[config.mk]
export PLATFORM = sky130hd
export DESIGN_NAME = seq_shifter
export DESIGN_NICKNAME = d
export VERILOG_FILES = /design/src/rtl/seq_shifter.sv
export SDC_FILE = /design/constraint.sdc
export NUM_CORES = 1
export LEC_CHECK = 0
export ABC_AREA = 0
export CORE_MARGIN = 1
export CORE_UTILIZATION = 40
export DETAILED_ROUTE_END_ITERATION = 10
export DONT_BUFFER_PORTS = 1
export GPL_TIMING_DRIVEN = 0
export SETUP_SLACK_MARGIN = 0.3
export SLEW_MARGIN = 0
export SYNTH_ARGS = -nofsm -noshare
export SYNTH_HDL_FRONTEND = slang
export SYNTH_SLANG_ARGS = --single-unit
[constraint.sdc]
create_clock -name clk -period 1.5 [get_ports clk]
set_input_delay 0.3 -clock clk [delete_from_list [all_inputs] [get_ports clk]]
set_output_delay 0.3 -clock clk [all_outputs]
set_load 0.01 [all_outputs]
[src/rtl/seq_shifter.sv]
// Multi-cycle shift unit: shifts a WIDTH-bit operand by a programmable amount,
// one bit position per clock, under a start/done handshake.
module seq_shifter #(
    parameter int unsigned WIDTH = 16,
    parameter int unsigned AMT_W = 4
) (
    input  logic             clk,
    input  logic             rst_n,
    input  logic             start,
    input  logic [WIDTH-1:0] in,
    input  logic [1:0]       shift,
    input  logic [AMT_W-1:0] amount,
    output logic             busy,
    output logic             done,
    output logic [WIDTH-1:0] out
);

    typedef enum logic [1:0] {StIdle, StShift, StDone} state_e;

    localparam logic [1:0] OpNone = 2'b00;
    localparam logic [1:0] OpLeft = 2'b01;
    localparam logic [1:0] OpLsr  = 2'b10;
    localparam logic [1:0] OpAsr  = 2'b11;

    state_e           state_q, state_d;
    logic [WIDTH-1:0] out_q, out_d;
    logic [1:0]       op_q, op_d;
    logic [AMT_W-1:0] cnt_q, cnt_d;

    function automatic logic [WIDTH-1:0] shift_one(input logic [WIDTH-1:0] v,
                                                   input logic [1:0]       op);
        logic [WIDTH-1:0] r;
        case (op)
            OpLeft:  r = {v[WIDTH-2:0], 1'b0};
            OpLsr:   r = {1'b0, v[WIDTH-1:1]};
            OpAsr:   r = {v[WIDTH-1], v[WIDTH-1:1]};
            default: r = v;
        endcase
        return r;
    endfunction

    always_comb begin
        state_d = state_q;
        out_d   = out_q;
        op_d    = op_q;
        cnt_d   = cnt_q;
        unique case (state_q)
            StIdle, StDone: begin
                if (start) begin
                    out_d = in;
                    op_d  = shift;
                    cnt_d = amount;
                    // Nothing to shift: report completion on the very next cycle.
                    if (amount == '0 || shift == OpNone) begin
                        state_d = StDone;
                    end else begin
                        state_d = StShift;
                    end
                end else begin
                    state_d = StIdle;
                end
            end
            StShift: begin
                out_d = shift_one(out_q, op_q);
                cnt_d = cnt_q - AMT_W'(1);
                if (cnt_q == AMT_W'(1)) begin
                    state_d = StDone;
                end
            end
            default: state_d = StIdle;
        endcase
    end

    always_ff @(posedge clk or negedge rst_n) begin
        if (!rst_n) begin
            state_q <= StIdle;
            out_q   <= '0;
            op_q    <= OpNone;
            cnt_q   <= '0;
        end else begin
            state_q <= state_d;
            out_q   <= out_d;
            op_q    <= op_d;
            cnt_q   <= cnt_d;
        end
    end

    assign busy = (state_q == StShift);
    assign done = (state_q == StDone);
    assign out  = out_q;

endmodule

==> run metrics, run 1 <==
yosys warns=0; worst hold path class=input port to flop; CTS root buf=clkbuf_8; share of layout cells above drive strength 1=58.0%; number of top-level pins=43; Multi-input gate area=1080 µm²; Via Count=1216; r2r endpoint=out[2]; cell count after placement=183; global-route usage over all layers=20.0%; Core Region=3720 µm²; setup TNS=-1.95 ns; Post-Layout Cell Count=210; Startpoint Class=flop; Post-Syn Area per Cell=11.6 µm²; Leak=0.000996 µW; failing checks=setup timing; routability cong.=0.780; Final Setup Violations=16; worst slack, placed=-0.359 ns; HP Start=shift[0]; peak supply drop=0.000998 V; Mapped Nets=166; Tot Pwr=6510 µW; Setup CP Type=flop to flop; Tightest Pin Transition=0.332 ns; CTS max path bufs=2; required time of the critical path=1.66 ns; CTS buffer count=3; Crit Path Max Fanout=5; Layout area overhead=44.4%; number of DRC markers in iteration 0=51; H-tree depth=1; status=complete, but fails checks; Seq/Total Area, Yosys=38.4%; design area=2260 µm²; DIE HEIGHT=64.6 µm; number of I/O port buffers=0; # DRC=0; WL/cell=19.4 µm; critical path arrival=1.83 ns; largest net degree at the start of global routing=25; ANT cells=0; cell count after synthesis=135; Peak Freq=0.600 GHz; RR Startpoint=op_q[1]; Die W=64.6 µm; Setup WS post-layout=-0.166 ns; cell area after synthesis=1570 µm²; Pre-antenna DRT Iters=4; pwr/cell area=2880 nW/µm²; Final ANT Viol Nets=0; RSZ-0062 raised after global routing=yes; first-pass GRT wire length=6360 µm; R2R cell count=5; min cycle time layout=1.67 ns; drt via density=5.79; Setup Skew=0.00746 ns; Synth cell types=35; hold depth=2; Hold Path Sink=op_q[0]; Die Area=4170 µm²; relative slew slack=77.6%; Initial Util=42.1%; initial antenna violation count=0; Clock Latency Late Sink=0.27 ns; Max Cap Viol=0; Total Nets Final=195; final hold vios=0; Area after DPL=1640 µm²; Max Slew Vio Count=0; Synth Register Bits=24; Rows=22; Clock transition at path regs=0.09 ns; drt total wl=4070 µm; CP endpoint kind=flop; period utilisation layout=111%; total gr overflow=0; Register Area=602 µm²; Sink Count=24; R2R setup slack=-0.17 ns; FILL cells=284; DP HPWL=2430 µm; TritonCTS clock tree=built; vias in the first global route=1298
through the flow:
step / utilization (%) / hold WS, ns
after detailed placement: 44.2 / 0.00494
after floorplan: - / 0.00441
final: 60.8 / 0.147
after CTS: 57.1 / 0.147
after global placement: 44.2 / 0.00493
after global routing: 60.8 / 0.170
kinds of logic (layout without fill, tap and decap cells):
kind of cell             count (synthesis)  count (layout)  synth area share, %
AO/OA/AOI/OAI                           35              35                 17.7
multiplexers                            27              27                 24.6
AND/OR/NAND/NOR                         27              27                 8.63
flip-flops                              24              24                 38.4
buffers and inverters                   16              43                 5.83
adder cells (fa/ha/maj)                  6               6                 4.80
how the worst max path moves through the flow:
stage,from,endpoint,cells past startpoint
6_report,op_q[1],out[2],5
5_1_grt,op_q[0],out[12],8
4_1_cts,op_q[1],out[6],6
3_5_place_dp,op_q[0],out[6],6
2_1_floorplan,op_q[1],out[11],5
3_3_place_gp,op_q[1],out[11],5
power by group:
| part | switching, µW | total [µW] | internal [µW] |
|---|---|---|---|
| logic | 1800 | 4580 | 2780 |
| registers | 540 | 1540 | 995 |
| clock network | 206 | 386 | 180 |
| total | 2550 | 6510 | 3960 |
registers in the layout, summed over array words and instances (netlist names):
signal / count
cnt_q: 4
out: 16
op_q: 2
state_q: 2
final cells by class:
type	instances	area share, %
Sequential cell	24	26.6
Inverter	7	1.50
Timing Repair Buffer	24	13.5
Tap cell	48	2.66
Clock buffer	3	1.83
Multi-Input combinational cell	95	48.0
Buffer	9	5.98
Yosys cell counts:
| library cell | count | share of area [%] |
|---|---|---|
| or4_1 | 1 | 0.48 |
| inv_1 | 6 | 1.4 |
| nand2b_1 | 1 | 0.40 |
| mux2i_1 | 1 | 0.64 |
| o211ai_1 | 8 | 3.8 |
| a22o_1 | 1 | 0.56 |
| o22ai_1 | 1 | 0.40 |
| o21a_1 | 2 | 0.96 |
| nand3_1 | 4 | 1.3 |
| buf_2 | 4 | 1.3 |
| o31ai_1 | 7 | 3.4 |
| nand2b_4 | 1 | 0.88 |
| a221oi_1 | 6 | 3.4 |
| nor2_1 | 9 | 2.2 |
| a311oi_1 | 1 | 0.56 |
| o221a_1 | 1 | 0.72 |
| a21o_1 | 1 | 0.48 |
| nand2_1 | 6 | 1.4 |
| a211oi_1 | 1 | 0.48 |
| buf_6 | 3 | 2.2 |
| nor3b_1 | 1 | 0.48 |
| buf_4 | 1 | 0.48 |
| o21ai_0 | 3 | 0.96 |
| o311a_1 | 1 | 0.64 |
| inv_2 | 1 | 0.24 |
| clkbuf_1 | 1 | 0.24 |
| mux2_2 | 3 | 2.2 |
| mux2_4 | 22 | 21 |
| nor2b_1 | 3 | 1.2 |
| o21ai_4 | 1 | 1.0 |
| a31oi_1 | 1 | 0.40 |
| dfrtp_1 | 24 | 38 |
| mux2_1 | 1 | 0.72 |
| nor3_1 | 1 | 0.32 |
| ha_1 | 6 | 4.8 |
layer usage:
layer  share of wire [%]  wire length, µm  track usage [%]
met3                 5.6              230             5.28
met4                 1.4               58             7.22
met1                  43             1750             24.5
met5                   0                0                0
met2                  50             2030             33.6
timing repair:
item	CTS	global route
hold buffers	2	0
setup buffers	17	2
cloned	2	1
endpoints found under the hold margin	24	0
gates resized for setup	50	19
endpoints found under the setup margin	24	26
pin swaps	13	12
cell usage in the layout, fill, tap and decap left out, types with 2 or more instances in the layout:
cell type  Yosys  routed
a221oi_2       0       5
buf_12         0       5
buf_4          1      10
buf_6          3      11
buf_8          0       3
clkbuf_8       0       3
dfrtp_1       24      23
ha_1           6       2
ha_4           0       4
inv_1          6       4
mux2_4        22      24
nand2_1        6       6
nand2b_4       1       2
nand3_1        4       2
nand3_2        0       2
nor2_1         9       7
nor2b_4        0       2
o211ai_1       8       8
o21ai_0        3       3
o31ai_2        0       6
worst max-delay path, cell delays in order, from the launching register on:
cell	delay, ns
dfrtp_2	0.46
buf_6	0.15
buf_12	0.13
mux2_4	0.29
mux2_4	0.27
mux2_4	0.26
Power figures use the tool's default switching activity.
==> run 2, diff against run 1 <==
--- a/config.mk
+++ b/config.mk
@@ -7,12 +7,15 @@
 export LEC_CHECK = 0
 export ABC_AREA = 0
 export CORE_MARGIN = 1
-export CORE_UTILIZATION = 40
+export CORE_UTILIZATION = 50
+export CTS_BUF_LIST = sky130_fd_sc_hd__clkbuf_8 sky130_fd_sc_hd__clkbuf_16
 export DETAILED_ROUTE_END_ITERATION = 10
 export DONT_BUFFER_PORTS = 1
 export GPL_TIMING_DRIVEN = 0
+export PLACE_DENSITY = 0.68
 export SETUP_SLACK_MARGIN = 0.3
 export SLEW_MARGIN = 0
 export SYNTH_ARGS = -nofsm -noshare
 export SYNTH_HDL_FRONTEND = slang
 export SYNTH_SLANG_ARGS = --single-unit
+export TNS_END_PERCENT = 10
==> run 2 against run 1 <==
Compared with the run above:
- wire length down 7.0%
- die area down 19%
- register-to-register slack worse by 0.03 ns
- the run ends with DRC, setup timing left
- clock skew down 0.0018 ns
- flip-flop and latch count unchanged
- power down 17%
- utilization up 4.9 points
- fmax down 1.9%
- clock-buffer cell count up 1
- first-iteration DRC count down 24%
==> run metrics, run 2 (synthesized netlist as in run 1, its figures left out) <==
status=complete, but fails checks (unchanged); ANT cells=0 (unchanged); routability cong.=0.832 (was 0.780); vias in the first global route=1233 (was 1298); Critical Path Source=op_q[1] (unchanged); Core Util, Final=65.7% (was 60.8%); Max Slew Vio Count=0 (unchanged); pwr/cell area=2880 nW/µm² (about the same); number of DRC markers in iteration 0=39 (was 51); Tot Pwr=5400 µW (was 6510 µW); Setup WS post-layout=-0.197 ns (was -0.166 ns); most frequent cells in the layout=mux2_4 (22), dfrtp_1 (22), buf_4 (14) (was mux2_4 (24), dfrtp_1 (23), buf_6 (11)); critical path arrival=1.86 ns (was 1.83 ns); Crit path depth=5 (unchanged); drt total wl=3790 µm (was 4070 µm); worst hold path class=input port to flop (unchanged); Die Area=3360 µm² (was 4170 µm²); Crit Path Max Fanout=10 (was 5); global-route usage over all layers=24.1% (was 20.0%); HP Start=shift[1] (was shift[0]); WL/cell=20.5 µm (was 19.4 µm); TritonCTS clock tree=built (unchanged); initial antenna violation count=0 (unchanged); Max Cap Viol=0 (unchanged); RR Startpoint=op_q[1] (unchanged); Setup CP Type=flop to flop (unchanged); Rows=19 (was 22); CTS buffer count=3 (unchanged); largest net degree at the start of global routing=25 (unchanged); Final Setup Violations=18 (was 16); Sink Count=24 (unchanged); Startpoint Class=flop (unchanged); hold depth=2 (unchanged); Final ANT Viol Nets=0 (unchanged); first-pass GRT wire length=6080 µm (was 6360 µm); Peak Freq=0.589 GHz (was 0.600 GHz); number of I/O port buffers=0 (unchanged); Leak=0.000860 µW (was 0.000996 µW); DIE HEIGHT=58.0 µm (was 64.6 µm); Core Region=2850 µm² (was 3720 µm²); total gr overflow=0 (unchanged); kind of cell adding the most delay to the critical path=multiplexers (unchanged); Die W=58.0 µm (was 64.6 µm); CP peak stage delay=0.49 ns (was 0.46 ns); Setup Skew=0.00561 ns (was 0.00746 ns); max reg flops=16 (unchanged); Initial Util=54.9% (was 42.1%); required time of the critical path=1.66 ns (about the same); number of top-level pins=43 (unchanged); FILL cells=223 (was 284); peak supply drop=0.00111 V (was 0.000998 V); CTS root buf=clkbuf_8 (unchanged); Total Nets Final=186 (was 195); worst slack, placed=-0.396 ns (was -0.359 ns); DP HPWL=2460 µm (was 2430 µm); drt via density=6.41 (was 5.79); Layout area overhead=19.7% (was 44.4%); period utilisation layout=113% (was 111%); CTS max path bufs=2 (unchanged); relative slew slack=27.5% (was 77.6%); Via Count=1185 (was 1216); CP Cell Sequence=buf_6 > buf_8 > mux2_4 > mux2_4 > mux2_4 (was buf_6 > buf_12 > mux2_4 > mux2_4 > mux2_4); final hold vios=0 (unchanged); Most Frequent Cell on Critical Path=mux2_4 (unchanged); R2R cell count=5 (unchanged); min cycle time layout=1.70 ns (was 1.67 ns); slowest CP cell=dfrtp_2 (unchanged); # DRC=3 (was 0); H-tree depth=1 (unchanged); Pre-antenna DRT Iters=7 (was 4); Clock Latency Late Sink=0.27 ns (about the same); CP endpoint kind=flop (unchanged); Buf/Inv on CP=2 (unchanged); RSZ-0062 raised after global routing=yes (unchanged); Clock transition at path regs=0.09 ns (about the same); Tightest Pin Transition=1.09 ns (was 0.332 ns); share of layout cells above drive strength 1=41.6% (was 58.0%); failing checks=DRC, setup timing (was setup timing)
## run 2: changes by cell type in the layout (fill, tap and decap cells not counted), sizes merged
cell	delta
buf	-8
dlygate4sd3	-1
clkbuf	+1
dlymetal6s2s	+1
bufbuf	-1
## run 2: routing by layer
layer / up-vias / GRT usage, % / routed length, µm
met2: 42 / 40.1 / 1920
li1: 539 / - / -
met3: 11 / 5.36 / 192
met5: - / 0 / 0
met4: 0 / 8.16 / 93
met1: 593 / 31.0 / 1590
## run 2: worst paths after layout
kind	end	slack (ns)
worst max-delay path	out[5]	-0.20
worst max register to register	out[5]	-0.20
worst min-delay path	op_q[1]	0.18
max in group asynchronous	op_q[0]	0.55
worst min register to register	cnt_q[2]	0.54
min in group asynchronous	out[9]	0.22
## run 2: worst register-to-register path: stages, from the launching register on
cell and delay [ns]:
dfrtp_2 0.49, buf_6 0.15, buf_8 0.14, mux2_4 0.31, mux2_4 0.25, mux2_4 0.25
## run 2: layout make-up
cell class                      instances  area (µm²)  share of cell area [%]
Buffer                                  9        96.3                    5.14
Clock buffer                            4        55.1                    2.94
Inverter                                7        33.8                    1.80
Multi-Input combinational cell         95         913                    48.7
Sequential cell                        24         603                    32.2
Tap cell                               31        38.8                    2.07
Timing Repair Buffer                   15         134                    7.14
## run 2: what timing repair did
item	CTS	global route
pin swaps	3	3
hold buffers	1	0
endpoints found under the setup margin	24	49
buffers inserted	12	2
hold endpoints to repair	24	0
resized for setup	19	8
## run 2: power by group
group          leakage [µW]  total, µW  switching, µW  internal (µW)
Clock             0.0000288        441            206            234
Combinational      0.000546       3440           1430           2010
Sequential         0.000285       1520            518            998
Total              0.000860       5400           2160           3240
## run 2: through the flow
step | hold WS, ns | setup TNS, ns | area [µm²] | instances
6_report | 0.179 | -2.18 | 1870 | 185
5_1_grt | 0.168 | -3.09 | 1870 | 185
3_5_place_dp | 0.00492 | -4.34 | 1600 | 166
2_1_floorplan | 0.00441 | -1.86 | 1570 | 135
3_3_place_gp | 0.00489 | -3.40 | 1600 | 166
4_1_cts | 0.147 | -2.73 | 1840 | 183
==> run 3, diff against run 2 <==
--- a/config.mk
+++ b/config.mk
@@ -13,7 +13,6 @@
 export DONT_BUFFER_PORTS = 1
 export GPL_TIMING_DRIVEN = 0
 export PLACE_DENSITY = 0.68
-export SETUP_SLACK_MARGIN = 0.3
 export SLEW_MARGIN = 0
 export SYNTH_ARGS = -nofsm -noshare
 export SYNTH_HDL_FRONTEND = slang
==> run 3 against run 2 <==
Compared with the run above:
- the run still ends with DRC, setup timing left
- clock skew about the same
- power decreased by 1.2%
- clock-buffer cell count unchanged
- sequential power about the same
- global-route usage unchanged
- combinational power decreased by 2%
- die area unchanged
- critical endpoint is now out[2]
- highest routed layer unchanged
==> run metrics, run 3 (synthesized netlist as in run 1, its figures left out) <==
Initial Util=54.9% (unchanged); global-route usage over all layers=24.1% (unchanged); Leak=0.000845 µW (was 0.000860 µW); Via Count=1175 (was 1185); Rows=19 (unchanged); design area=1860 µm² (was 1870 µm²); CTS max path bufs=2 (unchanged); Setup CP Type=flop to flop (unchanged); Pre-antenna DRT Iters=7 (unchanged); Die W=58.0 µm (unchanged); WL/cell=20.6 µm (was 20.5 µm); routability cong.=0.832 (unchanged); period utilisation layout=107% (was 113%); setup TNS=-1.19 ns (was -2.18 ns); CP endpoint kind=flop (unchanged); min cycle time layout=1.61 ns (was 1.70 ns); final hold vios=0 (unchanged); peak supply drop=0.00103 V (was 0.00111 V); drt via density=6.46 (was 6.41); Die Area=3360 µm² (unchanged); worst slack, placed=-0.396 ns (unchanged); drt total wl=3750 µm (was 3790 µm); Core Util, Final=65.1% (was 65.7%); relative slew slack=27.7% (was 27.5%); initial antenna violation count=0 (unchanged); # DRC=3 (unchanged); Setup Skew=0.00565 ns (was 0.00561 ns); Sink Count=24 (unchanged); Layout area overhead=18.7% (was 19.7%); Max Cap Viol=0 (unchanged); vias in the first global route=1233 (unchanged); Clock transition at path regs=0.09 ns (about the same); failing checks=DRC, setup timing (unchanged); Final Setup Violations=15 (was 18); CTS root buf=clkbuf_8 (unchanged); Peak Freq=0.621 GHz (was 0.589 GHz); Tightest Pin Transition=1.08 ns (was 1.09 ns); WHS=0.179 ns (about the same); H-tree depth=1 (unchanged); first-pass GRT wire length=6080 µm (unchanged); share of layout cells above drive strength 1=40.4% (was 41.6%); max reg flops=16 (unchanged); RSZ-0062 raised after global routing=yes (unchanged); worst hold path class=input port to flop (unchanged); Max Slew Vio Count=0 (unchanged); Total Nets Final=183 (was 186); status=complete, but fails checks (unchanged); ANT cells=0 (unchanged); Final ANT Viol Nets=0 (unchanged); DIE HEIGHT=58.0 µm (unchanged); Setup WS post-layout=-0.110 ns (was -0.197 ns); DP HPWL=2460 µm (unchanged); pwr/cell area=2870 nW/µm² (was 2880 nW/µm²); critical path arrival=1.77 ns (was 1.86 ns); largest net degree at the start of global routing=25 (unchanged); required time of the critical path=1.66 ns (about the same); Crit Path Max Fanout=10 (unchanged); total gr overflow=0 (unchanged); number of DRC markers in iteration 0=48 (was 39); number of top-level pins=43 (unchanged); Startpoint Class=flop (unchanged); CTS buffer count=3 (unchanged); Area after DPL=1600 µm² (unchanged); number of I/O port buffers=0 (unchanged); Core Region=2850 µm² (unchanged); Clock Latency Late Sink=0.27 ns (about the same); TritonCTS clock tree=built (unchanged); most frequent cells in the layout=mux2_4 (22), dfrtp_1 (22), buf_4 (9) (was mux2_4 (22), dfrtp_1 (22), buf_4 (14))
[run 3: area by class of cell]
type / count / area [µm²]
fill: 227 / 995
buffer: 7 / 63.8
timing repair buffer: 14 / 134
tap: 31 / 38.8
sequential: 24 / 603
inverter: 7 / 33.8
multi-input combinational: 95 / 930
clock buffer: 4 / 55.1
[run 3: layer usage]
metal  vias to the layer above  share of wire, %  GRT usage, %
met5                         -                 0             0
met2                        41                52          40.1
li1                        538                 -             -
met4                         0               1.6          8.16
met3                         7               5.0          5.36
met1                       589                42          31.0
[run 3: path summary, 6_finish.rpt]
check	from	endpoint	slack, ns	cells after the start
max in group asynchronous	rst_n	op_q[0]	0.47	1
worst min register to register	cnt_q[2]	cnt_q[2]	0.54	1
worst max register to register	op_q[1]	out[2]	-0.11	4
min in group asynchronous	rst_n	out[9]	0.30	1
worst min-delay path	shift[1]	op_q[1]	0.18	2
worst max-delay path	op_q[1]	out[2]	-0.11	4
[run 3: what timing repair did]
item	4_1_cts	5_1_grt
buffers inserted	12	2
endpoints found under the setup margin	17	20
hold buffers	1	0
resized for setup	16	10
pin swaps	3	2
hold endpoints to repair	24	0
[run 3: report_power, final]
group          switching (µW)  internal (µW)  leakage (µW)
registers                 527            998      0.000285
clock network             206            234     0.0000288
logic                    1430           1930      0.000531
[run 3: worst max-delay path, cell delays in order (launching register included)]
cell,delay [ns]
dfrtp_2,0.47
buf_6,0.20
mux2_4,0.31
mux2_2,0.27
mux2_4,0.26
[run 3: through the flow]
stage,total power [µW],instances
floorplan,3680,135
global placement,4070,166
detailed placement,4190,166
CTS,5220,183
global route,5670,182
finish,5330,182
